`src/rtl/uart_host_ctrl_pkg.sv`:
```
// Shared types and constants for the UART host controller.
//   state_t   : controller FSM states
//   byte_t    : 8-bit data byte
//   ERR_*     : bit positions inside the 3-bit sticky error vector
package uart_host_ctrl_pkg;

  typedef enum logic [1:0] {
    ST_IDLE    = 2'd0,
    ST_WRITE   = 2'd1,
    ST_HOLDOFF = 2'd2,
    ST_READ    = 2'd3
  } state_t;

  typedef logic [7:0] byte_t;

  localparam int ERR_PAR = 0;
  localparam int ERR_FRM = 1;
  localparam int ERR_OVF = 2;

endpackage

```
`src/rtl/uart_host_ctrl_if.sv`:
```
// Bundle of every non-clock signal of the UART host controller.
//   req0_*/req1_*   : two TX requester streams (valid/data in, ready out)
//   rx_*            : received-byte stream to the consumer (valid/data out, ready in)
//   uart_*          : parallel bus and status flags of the UART core
//   err_*, ovf_count, last_src : status/diagnostic outputs
// Modport master is the controller side; slave is the surrounding system.
interface uart_host_ctrl_if;
  import uart_host_ctrl_pkg::*;

  logic  req0_valid;
  byte_t req0_data;
  logic  req0_ready;
  logic  req1_valid;
  byte_t req1_data;
  logic  req1_ready;

  logic  rx_valid;
  byte_t rx_data;
  logic  rx_ready;

  logic  uart_csn;
  logic  uart_wen;
  logic  uart_oen;
  byte_t uart_data_in;
  byte_t uart_data_out;
  logic  uart_txrdy;
  logic  uart_rxrdy;
  logic  uart_parity_err;
  logic  uart_framing_err;
  logic  uart_overflow;

  logic [2:0] err_sticky;
  logic       err_clr;
  byte_t      ovf_count;
  logic       last_src;

  modport master (
    input  req0_valid, req0_data, req1_valid, req1_data, rx_ready,
           uart_data_out, uart_txrdy, uart_rxrdy,
           uart_parity_err, uart_framing_err, uart_overflow, err_clr,
    output req0_ready, req1_ready, rx_valid, rx_data,
           uart_csn, uart_wen, uart_oen, uart_data_in,
           err_sticky, ovf_count, last_src
  );

  modport slave (
    output req0_valid, req0_data, req1_valid, req1_data, rx_ready,
           uart_data_out, uart_txrdy, uart_rxrdy,
           uart_parity_err, uart_framing_err, uart_overflow, err_clr,
    input  req0_ready, req1_ready, rx_valid, rx_data,
           uart_csn, uart_wen, uart_oen, uart_data_in,
           err_sticky, ovf_count, last_src
  );

endinterface

```
`src/rtl/uart_rr_arb2.sv`:
```
// Two-input round-robin arbiter with a last-grant register.
//   clk, rst   : clock, asynchronous active-high reset
//   i_req      : request vector {req1, req0}
//   i_take     : the current grant is consumed this cycle (updates last grant)
//   o_gnt      : one-hot grant (zero when no request)
//   o_gnt_idx  : index of the granted requester
//   o_last     : index of the most recently consumed grant (resets to 1)
module uart_rr_arb2 (
  input  logic       clk,
  input  logic       rst,
  input  logic [1:0] i_req,
  input  logic       i_take,
  output logic [1:0] o_gnt,
  output logic       o_gnt_idx,
  output logic       o_last
);

  logic r_last;

  // On contention favour the requester that did not win last time;
  // a sole requester is always granted.
  always_comb begin
    o_gnt_idx = (i_req == 2'b11) ? ~r_last : i_req[1];
    o_gnt     = (i_req == 2'b00) ? 2'b00 : (o_gnt_idx ? 2'b10 : 2'b01);
  end

  // NOTE: state registers use non-blocking assignments so every flop samples
  // the pre-edge values regardless of process evaluation order.
  always_ff @(posedge clk or posedge rst) begin
    if (rst)         r_last <= 1'b1;
    else if (i_take) r_last <= o_gnt_idx;
  end

  assign o_last = r_last;

endmodule

```
`src/rtl/uart_host_ctrl.sv`:
```
// Host-side controller for a parallel-bus UART core.
//   CLK, RESET : clock, asynchronous active-high reset
//   bus        : uart_host_ctrl_if.master -- two TX requester streams,
//                RX consumer stream, UART strobes/data/flags, sticky error
//                flags, overflow event counter and last granted requester.
// Arbitrates the two requesters onto single-cycle UART writes followed by a
// TXRDY holdoff window, and moves received bytes into a 1-entry buffer with
// multi-cycle reads. Reads take priority over writes when idle.
module uart_host_ctrl
  import uart_host_ctrl_pkg::*;
#(
  parameter int RD_CYCLES  = 2,
  parameter int TX_HOLDOFF = 3
) (
  input  logic             CLK,
  input  logic             RESET,
  uart_host_ctrl_if.master bus
);

  state_t     r_state, w_next;
  logic [2:0] r_cnt, w_cnt_next;
  byte_t      r_data_in;
  logic       r_rx_full;
  byte_t      r_rx_data;
  logic [2:0] r_err;
  logic [2:0] w_err_set;
  byte_t      r_ovf_cnt;
  logic       r_ovf_d;

  logic       w_rd_sel, w_wr_sel, w_rd_last;
  logic [1:0] w_req, w_gnt;
  logic       w_gnt_idx, w_last;

  assign w_req = {bus.req1_valid, bus.req0_valid};

  uart_rr_arb2 u_arb (
    .clk       (CLK),
    .rst       (RESET),
    .i_req     (w_req),
    .i_take    (w_wr_sel),
    .o_gnt     (w_gnt),
    .o_gnt_idx (w_gnt_idx),
    .o_last    (w_last)
  );

  // One shared down-counter: holdoff length in HOLDOFF, remaining strobe
  // cycles in READ. It is always zero in IDLE.
  always_comb begin
    // NOTE: every signal gets a default before the case so no path leaves it
    // unassigned, which would otherwise infer a latch.
    w_next     = r_state;
    w_cnt_next = r_cnt;
    w_rd_sel   = 1'b0;
    w_wr_sel   = 1'b0;
    unique case (r_state)
      ST_IDLE: begin
        if (bus.uart_rxrdy && !r_rx_full) begin
          w_rd_sel   = 1'b1;
          w_next     = ST_READ;
          w_cnt_next = 3'(RD_CYCLES);
        end else if (bus.uart_txrdy && r_cnt == 3'd0 && |w_req) begin
          w_wr_sel = 1'b1;
          w_next   = ST_WRITE;
        end
      end
      ST_WRITE: begin
        w_next     = ST_HOLDOFF;
        w_cnt_next = 3'(TX_HOLDOFF);
      end
      ST_HOLDOFF, ST_READ: begin
        if (r_cnt != 3'd0) w_cnt_next = r_cnt - 3'd1;
        if (r_cnt <= 3'd1) w_next = ST_IDLE;
      end
      default: w_next = ST_IDLE;
    endcase
  end

  assign w_rd_last = (r_state == ST_READ) && (r_cnt == 3'd1);

  always_ff @(posedge CLK or posedge RESET) begin
    if (RESET) begin
      r_state   <= ST_IDLE;
      r_cnt     <= 3'd0;
      r_data_in <= '0;
    end else begin
      r_state <= w_next;
      r_cnt   <= w_cnt_next;
      if (w_wr_sel) r_data_in <= w_gnt_idx ? bus.req1_data : bus.req0_data;
    end
  end

  // A new read only starts with the buffer empty, so fill and drain never
  // coincide; fill is written last anyway.
  always_ff @(posedge CLK or posedge RESET) begin
    if (RESET) begin
      r_rx_full <= 1'b0;
      r_rx_data <= '0;
    end else begin
      if (r_rx_full && bus.rx_ready) r_rx_full <= 1'b0;
      if (w_rd_last) begin
        r_rx_full <= 1'b1;
        r_rx_data <= bus.uart_data_out;
      end
    end
  end

  always_comb begin
    w_err_set          = '0;
    w_err_set[ERR_PAR] = bus.uart_parity_err;
    w_err_set[ERR_FRM] = bus.uart_framing_err;
    w_err_set[ERR_OVF] = bus.uart_overflow;
  end

  // Set wins over clear: the clear is applied first, then new flags OR in.
  always_ff @(posedge CLK or posedge RESET) begin
    if (RESET) begin
      r_err     <= '0;
      r_ovf_cnt <= '0;
      r_ovf_d   <= 1'b0;
    end else begin
      r_err   <= (bus.err_clr ? 3'b000 : r_err) | w_err_set;
      r_ovf_d <= bus.uart_overflow;
      if (bus.uart_overflow && !r_ovf_d && r_ovf_cnt != 8'hFF)
        r_ovf_cnt <= r_ovf_cnt + 8'd1;
    end
  end

  // Strobes decode straight from the state register, so an asynchronous
  // reset releases them immediately.
  assign bus.uart_csn     = !(r_state == ST_WRITE || r_state == ST_READ);
  assign bus.uart_wen     = (r_state != ST_WRITE);
  assign bus.uart_oen     = (r_state != ST_READ);
  assign bus.uart_data_in = r_data_in;

  // Ready is combinational in the selecting IDLE cycle; the byte moves then.
  assign bus.req0_ready = w_wr_sel && w_gnt[0] && !RESET;
  assign bus.req1_ready = w_wr_sel && w_gnt[1] && !RESET;

  assign bus.rx_valid   = r_rx_full;
  assign bus.rx_data    = r_rx_data;
  assign bus.err_sticky = r_err;
  assign bus.ovf_count  = r_ovf_cnt;
  assign bus.last_src   = w_last;

endmodule
```
`src/flat_wrapper.sv`:
```
// flat-port wrapper written by rule: the top's interface ports become plain ports
module uart_host_ctrl_flat import uart_host_ctrl_pkg::*;
#(
  parameter int RD_CYCLES  = 2,
  parameter int TX_HOLDOFF = 3
)
  (CLK, RESET, bus_req0_valid, bus_req0_data, bus_req1_valid, bus_req1_data, bus_rx_ready, bus_uart_data_out, bus_uart_txrdy, bus_uart_rxrdy, bus_uart_parity_err, bus_uart_framing_err, bus_uart_overflow, bus_err_clr, bus_req0_ready, bus_req1_ready, bus_rx_valid, bus_rx_data, bus_uart_csn, bus_uart_wen, bus_uart_oen, bus_uart_data_in, bus_err_sticky, bus_ovf_count, bus_last_src);
  uart_host_ctrl_if bus_i ();
  input  logic CLK;
  input  logic RESET;
  input wire logic [$bits(bus_i.req0_valid)-1:0] bus_req0_valid;
  input wire logic [$bits(bus_i.req0_data)-1:0] bus_req0_data;
  input wire logic [$bits(bus_i.req1_valid)-1:0] bus_req1_valid;
  input wire logic [$bits(bus_i.req1_data)-1:0] bus_req1_data;
  input wire logic [$bits(bus_i.rx_ready)-1:0] bus_rx_ready;
  input wire logic [$bits(bus_i.uart_data_out)-1:0] bus_uart_data_out;
  input wire logic [$bits(bus_i.uart_txrdy)-1:0] bus_uart_txrdy;
  input wire logic [$bits(bus_i.uart_rxrdy)-1:0] bus_uart_rxrdy;
  input wire logic [$bits(bus_i.uart_parity_err)-1:0] bus_uart_parity_err;
  input wire logic [$bits(bus_i.uart_framing_err)-1:0] bus_uart_framing_err;
  input wire logic [$bits(bus_i.uart_overflow)-1:0] bus_uart_overflow;
  input wire logic [$bits(bus_i.err_clr)-1:0] bus_err_clr;
  output wire logic [$bits(bus_i.req0_ready)-1:0] bus_req0_ready;
  output wire logic [$bits(bus_i.req1_ready)-1:0] bus_req1_ready;
  output wire logic [$bits(bus_i.rx_valid)-1:0] bus_rx_valid;
  output wire logic [$bits(bus_i.rx_data)-1:0] bus_rx_data;
  output wire logic [$bits(bus_i.uart_csn)-1:0] bus_uart_csn;
  output wire logic [$bits(bus_i.uart_wen)-1:0] bus_uart_wen;
  output wire logic [$bits(bus_i.uart_oen)-1:0] bus_uart_oen;
  output wire logic [$bits(bus_i.uart_data_in)-1:0] bus_uart_data_in;
  output wire logic [$bits(bus_i.err_sticky)-1:0] bus_err_sticky;
  output wire logic [$bits(bus_i.ovf_count)-1:0] bus_ovf_count;
  output wire logic [$bits(bus_i.last_src)-1:0] bus_last_src;
  assign bus_i.req0_valid = bus_req0_valid;
  assign bus_i.req0_data = bus_req0_data;
  assign bus_i.req1_valid = bus_req1_valid;
  assign bus_i.req1_data = bus_req1_data;
  assign bus_i.rx_ready = bus_rx_ready;
  assign bus_i.uart_data_out = bus_uart_data_out;
  assign bus_i.uart_txrdy = bus_uart_txrdy;
  assign bus_i.uart_rxrdy = bus_uart_rxrdy;
  assign bus_i.uart_parity_err = bus_uart_parity_err;
  assign bus_i.uart_framing_err = bus_uart_framing_err;
  assign bus_i.uart_overflow = bus_uart_overflow;
  assign bus_i.err_clr = bus_err_clr;
  assign bus_req0_ready = bus_i.req0_ready;
  assign bus_req1_ready = bus_i.req1_ready;
  assign bus_rx_valid = bus_i.rx_valid;
  assign bus_rx_data = bus_i.rx_data;
  assign bus_uart_csn = bus_i.uart_csn;
  assign bus_uart_wen = bus_i.uart_wen;
  assign bus_uart_oen = bus_i.uart_oen;
  assign bus_uart_data_in = bus_i.uart_data_in;
  assign bus_err_sticky = bus_i.err_sticky;
  assign bus_ovf_count = bus_i.ovf_count;
  assign bus_last_src = bus_i.last_src;
  uart_host_ctrl #(.RD_CYCLES(RD_CYCLES), .TX_HOLDOFF(TX_HOLDOFF)) u_core (.CLK(CLK), .RESET(RESET), .bus(bus_i));
endmodule
```
`config.mk`:
```
export PLATFORM = sky130hd
export DESIGN_NAME = uart_host_ctrl_flat
export DESIGN_NICKNAME = d
export VERILOG_FILES = /design/src/rtl/uart_host_ctrl_pkg.sv /design/src/rtl/uart_host_ctrl_if.sv /design/src/rtl/uart_rr_arb2.sv /design/src/rtl/uart_host_ctrl.sv /design/src/flat_wrapper.sv
export SDC_FILE = /design/constraint.sdc
export NUM_CORES = 1
export LEC_CHECK = 0
export ABC_AREA = 1
export CAP_MARGIN = 10
export CORE_ASPECT_RATIO = 0.75
export CORE_MARGIN = 4
export CORE_UTILIZATION = 44
export DETAILED_ROUTE_END_ITERATION = 12
export HOLD_SLACK_MARGIN = 0.15
export PLACE_DENSITY_LB_ADDON = 0.25
export SYNTH_ARGS = -nofsm -noshare
export SYNTH_HDL_FRONTEND = slang
export SYNTH_SLANG_ARGS = --single-unit
```
`constraint.sdc`:
```
create_clock -name CLK -period 1.6 [get_ports CLK]
set_input_delay 0.32 -clock CLK [delete_from_list [all_inputs] [get_ports CLK]]
set_output_delay 0.32 -clock CLK [all_outputs]
set_load 0.1 [all_outputs]
```
==> results.json <==
{
  "status": "finished with violations",
  "violations": "negative setup slack",
  "portBuffers": 68,
  "syn-num-nets": 271,
  "grt_max_degree": 22,
  "critPathRequiredTime_ns": 1.28,
  "wire_per_inst_um": 12.7,
  "io_pins": 69,
  "antenna_found_initial": 0,
  "die_w_um": 82.6,
  "row_count": 20,
  "place.gp.congestion": 0.832,
  "synth_cell_type_count": 25,
  "fin_crit_sh_pct": 128,
  "avgSynthCellArea_um2": 7.92,
  "maxCapViolCount": 0,
  "yosys-top-cells-count": "nand2_1, dfrtp_1, inv_1, nand3_1, nor2_1",
  "numCtsBuffers": 5,
  "fillCellCount": 283,
  "synthTopCellsByArea": "dfrtp_1, nand2_1, inv_1, o21ai_2, ha_1",
  "firstDrtPassIters": 4,
  "ys_seq_area_share_pct": 47.7,
  "clock.fmax_ghz": 0.487,
  "worst_slew_margin_rel_pct": 71.0,
  "maxSlewViolCount": 0,
  "crit_fanout": 4,
  "clockBufferDepth": 2,
  "diodes": 0,
  "dp_cells": 366,
  "drc": 0,
  "p_per_area_nw_per_um2": 2150,
  "coreArea_um2": 4030,
  "place_ws_ns": -0.318,
  "start_util_pct": 45.6,
  "synthCells": 232,
  "yosysWarnings": 0,
  "crit_start": "u_core.r_cnt[0]$_DFFE_PP0P_",
  "crit_path_top_delay_cell": "dfrtp_1",
  "dieArea_um2": 5290,
  "seq_area_um2": 900,
  "grt_setup_unrepaired": "true",
  "synth_flop_cell": "dfrtp_1",
  "min_from": "bus_uart_overflow",
  "synth_seq_cells": 35,
  "hold_violations": 0,
  "synth_area_um2": 1840,
  "peakVddDrop_uv": 1440,
  "slowest_delay_ns": 0.39,
  "drt_iter0_drc": 67,
  "die_h_um": 64.0,
  "synth_edf_count": 0,
  "vias_per_cell": 4.65,
  "r2r-start": "u_core.r_cnt[0]$_DFFE_PP0P_",
  "hp-class": "in2reg",
  "worst_pin_slew_ns": 0.431,
  "num_vias": 1773,
  "period_minus_slack_ns": 2.05,
  "skew_ns": 0.00826,
  "worst_slack_ns": -0.452,
  "clkLatencyLatePin_ns": 0.29,
  "ctsHtreeMaxLevel": 2,
  "crit_path_start_kind": "flip-flop",
  "leakage_nw": 1.56,
  "synthArstFlopShare_pct": 100,
  "nets": 364,
  "synth_top_area_share_pct": 46.3,
  "cpMostUsedCell": "nor2_4",
  "grt_pass1_vias": 1721,
  "cts_tree": "yes",
  "setup_viol": 2,
  "synth_area_leader_cell": "dfrtp_1",
  "track_usage_pct": 20.3,
  "yosysMostFrequentCell": "nand2_1",
  "place_hpwl_mm": 3.74,
  "cp-end-kind": "output port",
  "placed_cell_area_um2": 3060,
  "layoutNonFillerInstCount": 381,
  "stdcell_area_um2": 3200,
  "crit_arrival_ns": 1.73,
  "grt_overflow": 0,
  "grt_pass1_wl_mm": 8.05,
  "cts_hold_buf": 0,
  "wl_mm": 4.83,
  "syn_to_final_growth_pct": 74.1,
  "multi_input_comb_area_um2": 837,
  "critPathKind": "reg2out",
  "crit_chain": "inv_2, ha_4, inv_2, nor2_4, nand3_2, nor2_4, nand2_2, nor2_4, buf_12",
  "cts_root_buf": "clkbuf_8",
  "hold-worst-slack_ns": 0.510,
  "path_clk_slew_ns": 0.07,
  "drive_above_1_share_pct": 31.3,
  "cts.sinks": 35,
  "postRouteAntennaNets": 0
}
per-layer routing:
layer	global-route usage, %	part of all wire (%)
met3	7.18	8.3
met1	26.7	44
met4	6.12	1.2
met2	31.3	46
met5	0	0
per-stage QoR:
stage / utilization [%] / TNS [ns] / power, mW
6_report: 79.4 / -0.901 / 6.90
3_3_place_gp: 76.0 / -0.541 / 6.14
3_5_place_dp: 76.0 / -0.876 / 6.22
5_1_grt: 79.4 / -1.22 / 7.23
4_1_cts: 78.9 / -0.758 / 6.89
2_1_floorplan: - / -0.676 / 4.42
kinds of logic after synthesis:
family / synth area share, %
AND/OR/NAND/NOR: 29.7
XOR/XNOR: 1.43
AO/OA/AOI/OAI: 9.39
buffers and inverters: 9.05
flip-flops: 47.7
adder cells (fa/ha/maj): 2.72
timing repair:
item / 4_1_cts / 5_1_grt
setup endpoints to repair: 2 / 3
gates resized for setup: 1 / 1
setup buffers: 4 / 3
pin swaps: 4 / 4
power breakdown:
| group | switching [mW] | internal [mW] |
|---|---|---|
| Clock | 0.306 | 0.305 |
| Sequential | 0.381 | 1.24 |
| Combinational | 2.98 | 1.69 |
| Total | 3.66 | 3.23 |
placed cells by master (no fill, tap or decap), types with 2 or more instances in the layout:
cell type,n
nor2_1,7
inv_2,5
nand2_2,7
nand4_1,3
clkdlybuf4s50_1,34
dfrtp_1,25
buf_4,22
o21ai_0,8
nand3_1,8
ha_1,3
inv_1,28
xor2_1,2
dfrtp_4,3
dfrtp_2,6
buf_12,34
nor2_4,5
o21bai_1,2
o21ai_2,8
o21ai_1,7
nand2_1,91
clkbuf_8,5
clkbuf_1,2
worst max-delay path: cells and delay by family, from the launching register on:
family,cells,cell delay (ns)
fa+ha+maj,1,0.14
simple gates,5,0.58
flops,1,0.39
buf+inv,3,0.31
path summary, 6_finish.rpt:
kind / to / slack [ns] / depth (start not counted)
hold / removal: u_core.r_ovf_d$_DFF_PP0_ / 0.51 / 1
setup / recovery: bus_req1_ready / -0.45 / 9
min in group asynchronous: u_core.r_ovf_d$_DFF_PP0_ / 0.55 / 3
setup reg to reg: u_core.bus.uart_data_in[1]$_DFFE_PP0N_ / 0.05 / 11
hold reg to reg: u_core.r_cnt[1]$_DFFE_PP0P_ / 0.54 / 2
max in group asynchronous: u_core.u_arb.o_last$_DFFE_PP1N_ / 0.75 / 3
area by class of cell:
cell class                 instances  share of cell area (%)
sequential                        35                    28.1
tap                               55                    2.15
clock buffer                       7                    2.38
inverter                          34                    3.99
timing repair buffer              90                    37.1
multi-input combinational        159                    26.2
clock inverter                     1                   0.156
sequential cells by signal, summed over array words and instances, names as in the netlist, 2 cells and up:
name and count:
u_core.r_state 2, u_core.bus.err_sticky 3, u_core.r_cnt 3, u_core.bus.uart_data_in 8
u_core.bus.ovf_count 8, u_core.bus.rx_data 8
No activity file was read; power rests on OpenSTA's default activity.
